===== config.mk =====
export PLATFORM = sky130hd
export DESIGN_NAME = detect_event_counter
export DESIGN_NICKNAME = d
export VERILOG_FILES = /design/src/rtl/detect_event_counter.sv
export SDC_FILE = /design/constraint.sdc
export NUM_CORES = 1
export LEC_CHECK = 0
export ABC_AREA = 0
export BUFFER_PORTS_ARGS = -buffer_cell sky130_fd_sc_hd__buf_2
export CORE_MARGIN = 4
export CORE_UTILIZATION = 35
export CTS_BUF_LIST = sky130_fd_sc_hd__clkbuf_8
export DETAILED_ROUTE_END_ITERATION = 10
export PLACE_DENSITY_LB_ADDON = 0.15
export SKIP_LAST_GASP = 1
export SLEW_MARGIN = 5
export SYNTH_ARGS = -nofsm -noshare
export SYNTH_HDL_FRONTEND = slang
export SYNTH_SLANG_ARGS = --single-unit

===== constraint.sdc =====
create_clock -name Clock -period 4.7 [get_ports Clock]
set_input_delay 0.705 -clock Clock [delete_from_list [all_inputs] [get_ports Clock]]
set_output_delay 0.705 -clock Clock [all_outputs]
set_load 0.01 [all_outputs]

===== src/rtl/detect_event_counter.sv =====
// -----------------------------------------------------------------------------
// detect_event_counter
//
// Counts rising edges of the sequence detector's z output as a two-digit BCD
// value (00..99, sticky overflow on wrap), measures how many cycles the last
// completed z-high run lasted, and drives two 7-segment displays.
//
// Parameters:
//   RUN_W          width of the run-length counter (saturates at 2^RUN_W-1)
//   SEG_ACTIVE_LOW 1 = segment outputs active-low, 0 = active-high
//
// Ports:
//   Clock       system clock, all state updates on posedge
//   Reset       asynchronous active-high reset
//   z_in        detector output (level, synchronous to Clock)
//   clear       synchronous clear of counts, overflow and run length
//   hold        ignore events while high (run measurement continues)
//   count_ones  BCD ones digit
//   count_tens  BCD tens digit
//   overflow    sticky flag, set on 99 -> 00
//   run_len     length in cycles of the last completed z-high run
//   HEX0        segments for count_ones, bit0=a .. bit6=g
//   HEX1        segments for count_tens
// -----------------------------------------------------------------------------
module detect_event_counter #(
    parameter int RUN_W          = 4,
    parameter bit SEG_ACTIVE_LOW = 1'b1
) (
    input  logic             Clock,
    input  logic             Reset,
    input  logic             z_in,
    input  logic             clear,
    input  logic             hold,
    output logic [3:0]       count_ones,
    output logic [3:0]       count_tens,
    output logic             overflow,
    output logic [RUN_W-1:0] run_len,
    output logic [6:0]       HEX0,
    output logic [6:0]       HEX1
);

    localparam logic [RUN_W-1:0] RUN_MAX = '1;

    logic             z_q;
    logic [3:0]       ones_reg, ones_next;
    logic [3:0]       tens_reg, tens_next;
    logic             ovf_reg, ovf_next;
    logic [RUN_W-1:0] cur_run_reg, cur_run_next;
    logic [RUN_W-1:0] run_len_reg, run_len_next;
    logic             rise;

    assign rise = z_in & ~z_q;

    always_comb begin
        ones_next    = ones_reg;
        tens_next    = tens_reg;
        ovf_next     = ovf_reg;
        cur_run_next = cur_run_reg;
        run_len_next = run_len_reg;

        if (clear) begin
            // clear takes priority over any event, wrap or run capture
            ones_next    = 4'd0;
            tens_next    = 4'd0;
            ovf_next     = 1'b0;
            cur_run_next = '0;
            run_len_next = '0;
        end else begin
            // events arriving under hold are dropped, not queued
            if (rise && !hold) begin
                if (ones_reg == 4'd9) begin
                    ones_next = 4'd0;
                    if (tens_reg == 4'd9) begin
                        tens_next = 4'd0;
                        ovf_next  = 1'b1;
                    end else begin
                        tens_next = tens_reg + 4'd1;
                    end
                end else begin
                    ones_next = ones_reg + 4'd1;
                end
            end

            if (z_in && !z_q) begin
                cur_run_next = RUN_W'(1);
            end else if (z_in && z_q) begin
                // saturate rather than wrap so long runs read as "at least max"
                if (cur_run_reg != RUN_MAX)
                    cur_run_next = cur_run_reg + RUN_W'(1);
            end else if (!z_in && z_q) begin
                run_len_next = cur_run_reg;
                cur_run_next = '0;
            end
        end
    end

    always_ff @(posedge Clock or posedge Reset) begin
        if (Reset) begin
            z_q         <= 1'b0;
            ones_reg    <= 4'd0;
            tens_reg    <= 4'd0;
            ovf_reg     <= 1'b0;
            cur_run_reg <= '0;
            run_len_reg <= '0;
        end else begin
            // z_q tracks z_in unconditionally, so a level already high at
            // clear produces no event until it falls and rises again
            z_q         <= z_in;
            ones_reg    <= ones_next;
            tens_reg    <= tens_next;
            ovf_reg     <= ovf_next;
            cur_run_reg <= cur_run_next;
            run_len_reg <= run_len_next;
        end
    end

    assign count_ones = ones_reg;
    assign count_tens = tens_reg;
    assign overflow   = ovf_reg;
    assign run_len    = run_len_reg;

    // Seven-segment decode, gfedcba active-high; digits 10..15 blank.
    function automatic logic [6:0] seg_decode(input logic [3:0] d);
        logic [6:0] s;
        s = 7'h00;
        case (d)
            4'd0: s = 7'h3F;
            4'd1: s = 7'h06;
            4'd2: s = 7'h5B;
            4'd3: s = 7'h4F;
            4'd4: s = 7'h66;
            4'd5: s = 7'h6D;
            4'd6: s = 7'h7D;
            4'd7: s = 7'h07;
            4'd8: s = 7'h7F;
            4'd9: s = 7'h6F;
            default: s = 7'h00;
        endcase
        return s;
    endfunction

    logic [3:0] digit [2];
    logic [6:0] seg   [2];

    assign digit[0] = ones_reg;
    assign digit[1] = tens_reg;

    generate
        for (genvar gi = 0; gi < 2; gi++) begin : g_seg
            if (SEG_ACTIVE_LOW) begin : g_low
                assign seg[gi] = ~seg_decode(digit[gi]);
            end else begin : g_high
                assign seg[gi] = seg_decode(digit[gi]);
            end
        end
    endgenerate

    assign HEX0 = seg[0];
    assign HEX1 = seg[1];

endmodule


Yosys cells after proc, flatten, opt, wreduce, memory -nomap -nowiden
Memory sizes are Yosys's and may differ from the RTL's.
Cells that the tools add are included.
{ "totals": {"reg_bits": 18, "rom_bits": 224, "input_bits": 5, "out_inout_bits": 27, "n_memories": 2} }
{ "classes": {"n_addsub": 3, "n_eq_ne": 6, "mux": 20, "bitwise": 4, "n_reduce_logical": 16} }
{ "mem_list": {"columns": ["name", "depth", "word_bits", "rd", "rd_ports_with_merged_regs", "write_ports", "line", "text"], "rows": [
  ["(no name shown)", 16, 7, 1, 0, 0, "126", "case (d)"],
  ["(no name shown)", 16, 7, 1, 0, 0, "126", null]
]} }
{ "op_table": {"columns": ["operator", "count"], "rows": [
  ["2-to-1 mux 4 bit", 16],
  ["NOT 7 bit", 2],
  ["adder 4 x 1 -> 4 bit (second input constant)", 3],
  ["equality test 4 bit (second input constant)", 2],
  ["nonzero test 2 bit", 4],
  ["AND reduction 3 bit", 2],
  ["logical AND 1 bit", 4],
  ["2-to-1 mux 1 bit", 4],
  ["!= test 2 bit (second input constant)", 2],
  ["!= test 4 x 3 -> 1 bit (second input constant)", 1],
  ["!= test 4 bit (second input constant)", 1],
  ["AND reduction 2 bit", 2],
  ["nonzero test 4 bit", 1],
  ["zero test 1 bit", 3],
  ["bitwise AND 1 bit", 1],
  ["NOT 1 bit", 1]
]} }

Depth between registers and ports, before layout
Gate-level depths: netlist of run 1.
{ "logic_depth": {"ltp_word": 6, "depth_mapped": 6, "ltp_nobuf": 5} }

Least setup slack after synthesis of run 1
OpenSTA, ideal clock, no wires.
{ "synth_timing": {"kind": "flip-flop to output port", "startpoint": "register tens_reg[1] (netlist: count_tens[1])", "endpoint": "output HEX1[3]", "arrival_time_ns": 1.268, "path_slack_ns": 2.727, "stages_incl_launch_ff": 6, "path_buffers": 0, "path_cell_list": "dfrtp_1 > inv_1 > ha_1 > or2_2 > a21oi_1 > nor2_1"} }
{ "synth_via": {"elab_chain_len": 2} }
{ "synth_lines": {"columns": ["item", "line", "text"], "rows": [
  ["start: declaration", "46", "logic [3:0] tens_reg, tens_next;"],
  ["start signal: assignment", "110", "tens_reg <= tens_next;"],
  ["memory read (16 x 7 bit)", null, null],
  ["NOT 7 bit", "151", "assign seg[gi] = ~seg_decode(digit[gi]);"],
  ["end: declaration", "39", "output logic [6:0] HEX1"]
]} }
No other way between the ends.

Worst setup path after layout of run 1
{ "layout_timing": {"startpoint": "register tens_reg[1] (netlist: count_tens[1])", "endpoint": "output HEX1[0]"} }
The elaborated chain is that of the path after synthesis.

==> results.md, run 1 <==
Status:
- The flow ran to the end, and the final reports show no timing, DRC or antenna violations.

Timing:
- The count of pins over their slew limit was 0.
- The final setup TNS is 0 ns.
- The setup skew after layout is 0.00369 ns.
- Of the available clock period, the critical path in the final layout requires 0.517.
- Counting I/O delays and the setup requirement, the final critical path takes 2.43 ns.
- The worst-case hold slack is 0.524 ns.
- The final critical-path setup slack is between 2 and 2.5 ns.
- The number of hold-slack violations in the final timing report is 0.
- Setup repair after global routing left no endpoint under its margin.
- The transition time at the pin with the least slew margin is between 0.7 and 0.8 ns.
- The achievable clock frequency is 0.411 GHz.
- The count of final setup violators is 0.
- The relative slew slack is 0.515.

Route:
- In the routed design, unresolved DRC markers number 0.
- The count of vias placed by the detailed router is between 1,000 and 1,500.
- The final wirelength is ~2.9 mm.
- After detailed routing, the average wire length per cell comes to 13.3 um.
- The number of detailed-route iterations in the first pass is 4.
- Once detail routing completed, the nets flagged for antenna violations numbered 0.
- After detailed routing, the number of vias per cell comes to around 5.2.
- After the first detailed-routing iteration, the DRC count stood at 36.

Yosys:
- The area fraction in compound gates after synthesis is 0.187.
- The cell area that synthesis handed to floorplanning was 1320 sq um.
- By area, the combinational part of the netlist is dominated by simple AND/OR/NAND/NOR gates.
- In this run, synthesis inferred 0 flip-flops with an integrated enable.
- The share of flip-flops with an asynchronous set or reset is 1.00.
- Counting every net in the synthesized netlist gives 162.
- Of the total synthesized cell area, the portion taken by full adders, half adders and majority gates is 0.104.
- Averaged over all synthesized cells, the footprint is 9.03 sq um.
- Ranked by total cell area, the synthesized netlist is headed by sky130_fd_sc_hd__dfrtp_1 (34%), sky130_fd_sc_hd__ha_1 (10%), sky130_fd_sc_hd__a21oi_1 (4.6%), sky130_fd_sc_hd__nor2_1 (4.0%), sky130_fd_sc_hd__mux2i_1 (3.8%).
- The share of the synthesized area in the top cell type is 0.342.
- After synthesis the netlist holds a flip-flop and latch count of 18.
- The predominant post-synthesis flop cell is sky130_fd_sc_hd__dfrtp_1.
- After synthesis, the share of cell area in mux cells is 0.0550.
- Of the total synthesized cell area, the portion taken by XOR and XNOR cells is 0.00664.
- The library cell occupying the most area in the post-synthesis netlist is sky130_fd_sc_hd__dfrtp_1.
- The number of cells produced by synthesis is 146.
- The synthesis warning total is 0.
- For this run, the register share of the synthesized area comes to 0.342.
- The number of different library cells used by synthesis comes to 43.
- Yosys instantiated no cell more often than sky130_fd_sc_hd__dfrtp_1.
- Of the total synthesized cell area, the portion taken by AND, OR, NAND and NOR gates is 0.230.
- By count the netlist is led by sky130_fd_sc_hd__dfrtp_1 (18), sky130_fd_sc_hd__nor2_1 (14), sky130_fd_sc_hd__inv_1 (13), sky130_fd_sc_hd__a21oi_1 (12), sky130_fd_sc_hd__ha_1 (11).

Min path:
- In this run the most critical hold path is launched from overflow$_DFFE_PP0P_.
- The type of the worst min-delay path is reg2reg.
- The cell depth of the worst hold path is 2.

Final layout:
- The antenna cell count is 0.
- Relative to the synthesized area, the layout overhead comes to 16.6%.
- The final cell count without fillers is 220.
- The share of the core filled with cells in the final layout is 0.420.
- The fill cell instance count of the final layout is 369.
- In the final layout, the share of cells above drive strength 1 is 0.267.
- The post-route standard cell area excluding fillers is 1540 sq um.
- After the last flow step, the layout net total stands at 189.

Floorplanning:
- The area of the placeable core is about 3700 sq um.
- The number of standard-cell rows in the floorplan is 22.
- The vertical extent of the die is 69.4 um.
- The area of the die is 4810 sq um.
- From left edge to right edge, the die measures 69.4 um.
- The number of top-level design ports is 32.
- The effective utilization at floorplan is 0.360.

Placement:
- The pre-CTS setup slack is 2.55 ns.
- The detailed-placement wirelength estimate is 2.17 mm.
- The total placed instance area is 1480 sq um.
- In this run the tool buffered the top-level ports with 31 buffer cells.
- After detailed placement, the design holds a cell count of 216.
- At the end of routability-driven placement, the weighted congestion stood at about 0.87.

Clocking:
- CTS placed an instance of sky130_fd_sc_hd__clkbuf_8 at the clock tree root.
- In this run the number of H-tree levels came out at 1.
- The maximum buffer depth of the clock tree is 2.
- Buffers inserted during clock tree synthesis total 3.
- The clock transition time at the flip-flop clock pins of the worst setup and hold paths is 0.07 ns.
- Clock tree synthesis found a total of 18 sinks.
- The later-pin clock latency in the skew report is 0.26 ns.
- In this run the post-CTS setup repair buffer count came out at 0.
- The total of hold buffers inserted after clock tree synthesis is 0.
- The number of gates resized after CTS is 0.
- The clock tree from TritonCTS is built.

Worst setup path:
- The length in cells of the worst reg-to-reg path is 5.
- STA classifies the critical path startpoint as a register.
- For this design, the slowest cell found on the critical path is sky130_fd_sc_hd__dfrtp_1.
- The largest stage delay on the critical path is 0.49 ns.
- The startpoint identified for the worst register-to-register timing path is count_ones[1]$_DFFE_PP0P_.
- The critical path required time is 3.99 ns.
- The signal on the critical path passes through inv_1 -> ha_1 -> or2_2 -> o21ai_0 -> a21oi_1 -> buf_2.
- At the worst endpoint, the arrival time is 1.73 ns.
- The sort of element at the end of the critical path is an output port.
- The startpoint of the most critical setup path is count_tens[1]$_DFFE_PP0P_.
- By startpoint and endpoint, the worst setup path is classified as reg2out.
- The largest driver fanout on the critical path is 9.

Power and ir drop:
- Summed over all cells, the static leakage comes to 0.791 nW.
- The total chip power is 321 uW.
- The cell area power density is 209 nW/um^2.
- The largest vdd supply drop is around 0.00013 V.

Global routing:
- The leftover overflow at the end of global routing is 0.
- The largest net degree at the start of global routing is 20.
- The first-pass GRT wire length is around 5.0 mm.
- The number of global-route vias before repair is 1,041.
- The global router's overall resource usage is 0.123.
- The number of antenna violations at the first check in global routing is 0.

Flow run:
- Across the run, the number of max-cap violations was 0.
[layer usage]
metal / GRT usage / routed length, um / vias to the layer above
met2: 0.202 / 1420 / 20
met1: 0.157 / 1370 / 544
met4: 0.0347 / 20 / 0
met5: 0 / 0 / -
li1: - / - / 571
met3: 0.0362 / 117 / 4
[kinds of logic after synthesis]
logic type                 after synthesis
and+or+nand+nor                         50
AOI/OAI and AO/OA                       37
buffers and inverters                   22
DFF                                     18
adders and majority gates               11
muxes                                    7
xor gates and xnor gates                 1
[layout make-up]
| type | instances | area, sq um | area share |
|---|---|---|---|
| tap | 48 | 60.1 | 0.0391 |
| inverter | 13 | 48.8 | 0.0317 |
| timing repair buffer | 31 | 155 | 0.101 |
| sequential | 18 | 450 | 0.293 |
| multi-input combinational | 106 | 768 | 0.500 |
| clock buffer | 4 | 55.1 | 0.0358 |
[worst max-delay path: cells and delay by family, from the launching register on]
family / cells / cell delay (ns)
AOI/OAI and AO/OA: 2 / 0.18
adders and majority gates: 1 / 0.20
buffers and inverters: 2 / 0.30
DFF: 1 / 0.49
and+or+nand+nor: 1 / 0.30
[power breakdown]
group | switching (mW) | total, mW | internal [mW]
Clock | 0.0546 | 0.129 | 0.0745
Combinational | 0.0191 | 0.0310 | 0.0118
Sequential | 0.00391 | 0.161 | 0.157
[worst paths after layout]
| check | end | slack [ns] |
|---|---|---|
| hold reg to reg | overflow$_DFFE_PP0P_ | 0.52 |
| max in group asynchronous | cur_run_reg[3]$_DFFE_PP0P_ | 3.68 |
| min in group asynchronous | count_ones[0]$_DFFE_PP0P_ | 0.56 |
| hold / removal | overflow$_DFFE_PP0P_ | 0.52 |
| setup / recovery | HEX1[0] | 2.27 |
| setup reg to reg | count_tens[3]$_DFFE_PP0P_ | 3.03 |
[placed cells by master, fill, tap and decap left out, drive strengths merged, types with 2 or more instances in the layout]
master,instances
nand2,6
clkbuf,4
nor2,14
o21ai,7
nor3,6
nor4,2
a21oi,12
a311oi,2
a41o,2
a22o,2
nand3,3
dfrtp,18
nand3b,2
a21boi,2
a31oi,3
mux2,2
ha,11
buf,31
nand2b,5
and3b,2
mux2i,5
inv,13
and3,2
or2,2
No activity file was read; power rests on OpenSTA's default activity.
==> run 2: changes to the inputs <==
==> constraint.sdc (replaced) <==
create_clock -name Clock -period 2 [get_ports Clock]
set_input_delay 0.3 -clock Clock [delete_from_list [all_inputs] [get_ports Clock]]
set_output_delay 0.3 -clock Clock [all_outputs]
set_load 0.01 [all_outputs]
==> run 2 against run 1 <==
- first-iteration DRC count up 36%
- sequential power up 130%
- register-to-register slack worse by 2.6 ns
- critical endpoint is now HEX1[5]
==> results.md, run 2 (synthesis gave the netlist of run 1 again) <==
Route:
- The per-cell via count in the routed design was 5.07 (-2.0%).
- The remaining antenna violation count after routing is 0 (unchanged).
- The number of detailed-route iterations in the first pass was 4 (unchanged).
- The count of vias placed by the detailed router is 1,131 (-0.70%).
- The final wirelength was 2.87 mm (-1.8%).
- The violation count after the first detailed-routing iteration is 49 (+36%).
- The average wire per cell in the routed design is 12.9 um (-3.2%).
- The DRC violation count after routing is 0 (unchanged).

Clocking:
- The maximum level of the CTS H-tree was 1 (unchanged).
- The number of sinks on the clock net is 18 (unchanged).
- The maximum buffer depth of the clock tree is 2 (unchanged).
- Clock tree synthesis selected as its root buffer the cell sky130_fd_sc_hd__clkbuf_8.
- TritonCTS built the clock tree.
- The clock transition time at the flip-flop clock pins of the worst setup and hold paths is 0.07 ns (about the same).
- The total of hold buffers inserted after clock tree synthesis is 0 (unchanged).
- The later-pin clock latency in the skew report is 0.25 ns (about the same).
- The clock buffer count from CTS is 3 (unchanged).

Power and ir drop:
- The total chip power is 751 uW (+130%).
- The largest vdd supply drop is 0.000364 V (+190%).
- The cell area power density was 480 nW/um^2 (+130%).
- The cell leakage power came to 0.804 nW (+1.6%).

Worst setup path:
- STA classifies the critical path endpoint as an output port.
- The worst path arrival time came to 1.57 ns (-0.16 ns).
- The startpoint of the most critical register-to-register path is count_ones[1]$_DFFE_PP0P_.
- The critical path required time came to 1.70 ns (-2.29 ns).
- The critical path starts at count_tens[1]$_DFFE_PP0P_.
- The largest stage delay on the critical path is 0.43 ns (-0.06 ns).
- The critical setup path kind is reg2out.
- For this design, the slowest cell found on the critical path is sky130_fd_sc_hd__dfrtp_2.
- The largest driver fanout on the critical path is 6 (-3).
- The worst setup path is launched from a register.
- The count of buffer and inverter cells on the critical path was 2 (unchanged).
- The signal on the critical path passes through buf_4 -> ha_1 -> nand2b_1 -> a21oi_1 -> nor2_1 -> buf_2.
- The kind of cell with the highest combined delay along the critical path is flip-flops.

Placement:
- The number of cells after detailed placement is 217 (+0.46%).
- The pre-CTS setup slack is 0.263 ns (-2.29 ns).
- The final weighted congestion in routability-driven placement is 0.868 (about the same).
- The number of input and output port buffers inserted is 31 (unchanged).
- The detailed-placement wirelength estimate was 2.17 mm (+0.27%).

Timing:
- The number of hold-slack violations in the final timing report is 0 (unchanged).
- The transition time at the pin with the least slew margin is 0.735 ns (+0.00763 ns).
- The setup skew after layout is 0.00250 ns (-0.00119 ns).
- The final period demand of the worst path is 1.87 ns.
- The final critical-path setup slack is 0.128 ns (-2.14 ns).
- The count of final setup violators was 0 (unchanged).
- The achievable clock frequency is 0.534 GHz.
- The final setup TNS was 0 ns (unchanged).
- The final critical-path share of the clock period is 0.936.
- The count of pins over their slew limit is 0 (unchanged).
- Setup repair after global routing could not meet its margin everywhere.
- The relative slew slack is 0.510 (-0.00509).

Final layout:
- The fraction of layout cells with a size suffix above 1 is 0.291 (+0.0240).
- Relative to the synthesized area, the layout overhead comes to 18.5%.
- The most common library cell in the layout ignoring fill and taps is sky130_fd_sc_hd__buf_2.
- The number of nets in the final layout is 192 (+1.6%).
- In the layout the commonest cells are sky130_fd_sc_hd__buf_2 (31), sky130_fd_sc_hd__dfrtp_1 (16), sky130_fd_sc_hd__nor2_1 (14), sky130_fd_sc_hd__inv_1 (13), sky130_fd_sc_hd__a21oi_1 (12).
- The fill cell instance count of the final layout is 363 (-1.6%).
- The antenna cell count is 0 (unchanged).
- The final cell count without fillers is 223 (+1.4%).
- The share of the core filled with cells in the final layout is 0.427 (+0.00684).

Floorplanning:
- The vertical extent of the die is 69.4 um (unchanged).
- The effective utilization at floorplan is 0.360 (unchanged).
- The number of standard-cell rows in the floorplan is 22 (unchanged).
- The number of top-level design ports was 32 (unchanged).
- The area of the placeable core is 3660 sq um (unchanged).
- The die width came to 69.4 um (unchanged).
- The area of the die is 4810 sq um (unchanged).

Global routing:
- The global router's overall resource usage is 0.120 (-0.00302).
- The number of global-route vias before repair is 1,066 (+2.4%).
- The first-pass GRT wire length is 4.88 mm (-1.5%).
- The largest net degree at the start of global routing is 20 (unchanged).
- The number of antenna violations at the first check in global routing was 0 (unchanged).
- The leftover overflow at the end of global routing came to 0 (unchanged).

Min path:
- The tightest min-delay check is of the in2async type.

Status:
- The flow ran to the end, and the final reports show no timing, DRC or antenna violations.

Flow run:
- The number of maximum-capacitance constraint violations is 0 (unchanged).
run 2: timing repair:
action                                  4_1_cts  5_1_grt
buffers inserted                              0        2
gates resized for setup                       2        0
pin swaps                                     0        0
gates cloned                                  0        0
endpoints found under the setup margin        3        4
run 2: path summary, 6_finish.rpt:
path | to | slack, ns | cells after the start
setup / recovery | HEX1[5] | 0.13 | 6
hold / removal | count_ones[3]$_DFFE_PP0P_ | 0.16 | 2
setup reg to reg | count_tens[3]$_DFFE_PP0P_ | 0.41 | 5
hold reg to reg | overflow$_DFFE_PP0P_ | 0.52 | 2
max in group asynchronous | count_tens[1]$_DFFE_PP0P_ | 1.33 | 2
min in group Clock | z_q$_DFF_PP0_ | 0.27 | 1
run 2: worst reg2reg max path, delay by kind of cell (launching register included):
kind,cells,cell delay [ns]
and+or+nand+nor,1,0.32
buffers and inverters,1,0.13
DFF,1,0.40
AOI/OAI and AO/OA,2,0.43
adders and majority gates,1,0.20
run 2: where the power goes:
part           switching [mW]  internal [mW]  leakage [nW]
registers             0.00858          0.369         0.244
clock network           0.124          0.175        0.0288
logic                  0.0456         0.0282         0.531
total                   0.178          0.573         0.804
run 2: cell type report:
type,instances,area (sq um),area share
clock buffer,4,55.1,0.0352
inverter,13,48.8,0.0312
multi-input combinational,106,768,0.492
sequential,18,453,0.290
tap,48,60.1,0.0384
timing repair buffer,34,178,0.114
run 2: metal layers:
metal | routed length, um | GRT usage
met5 | 0 | 0
met4 | 14 | 0.0390
met3 | 141 | 0.0275
met2 | 1400 | 0.209
met1 | 1320 | 0.146
run 2: metrics by stage:
stage | hold slack (ns) | cell area, sq um
after floorplan | 0.239 | 1320
after global placement | 0.455 | 1490
after detailed placement | 0.459 | 1490
after CTS | 0.181 | 1550
after global routing | 0.223 | 1560
final | 0.160 | 1560
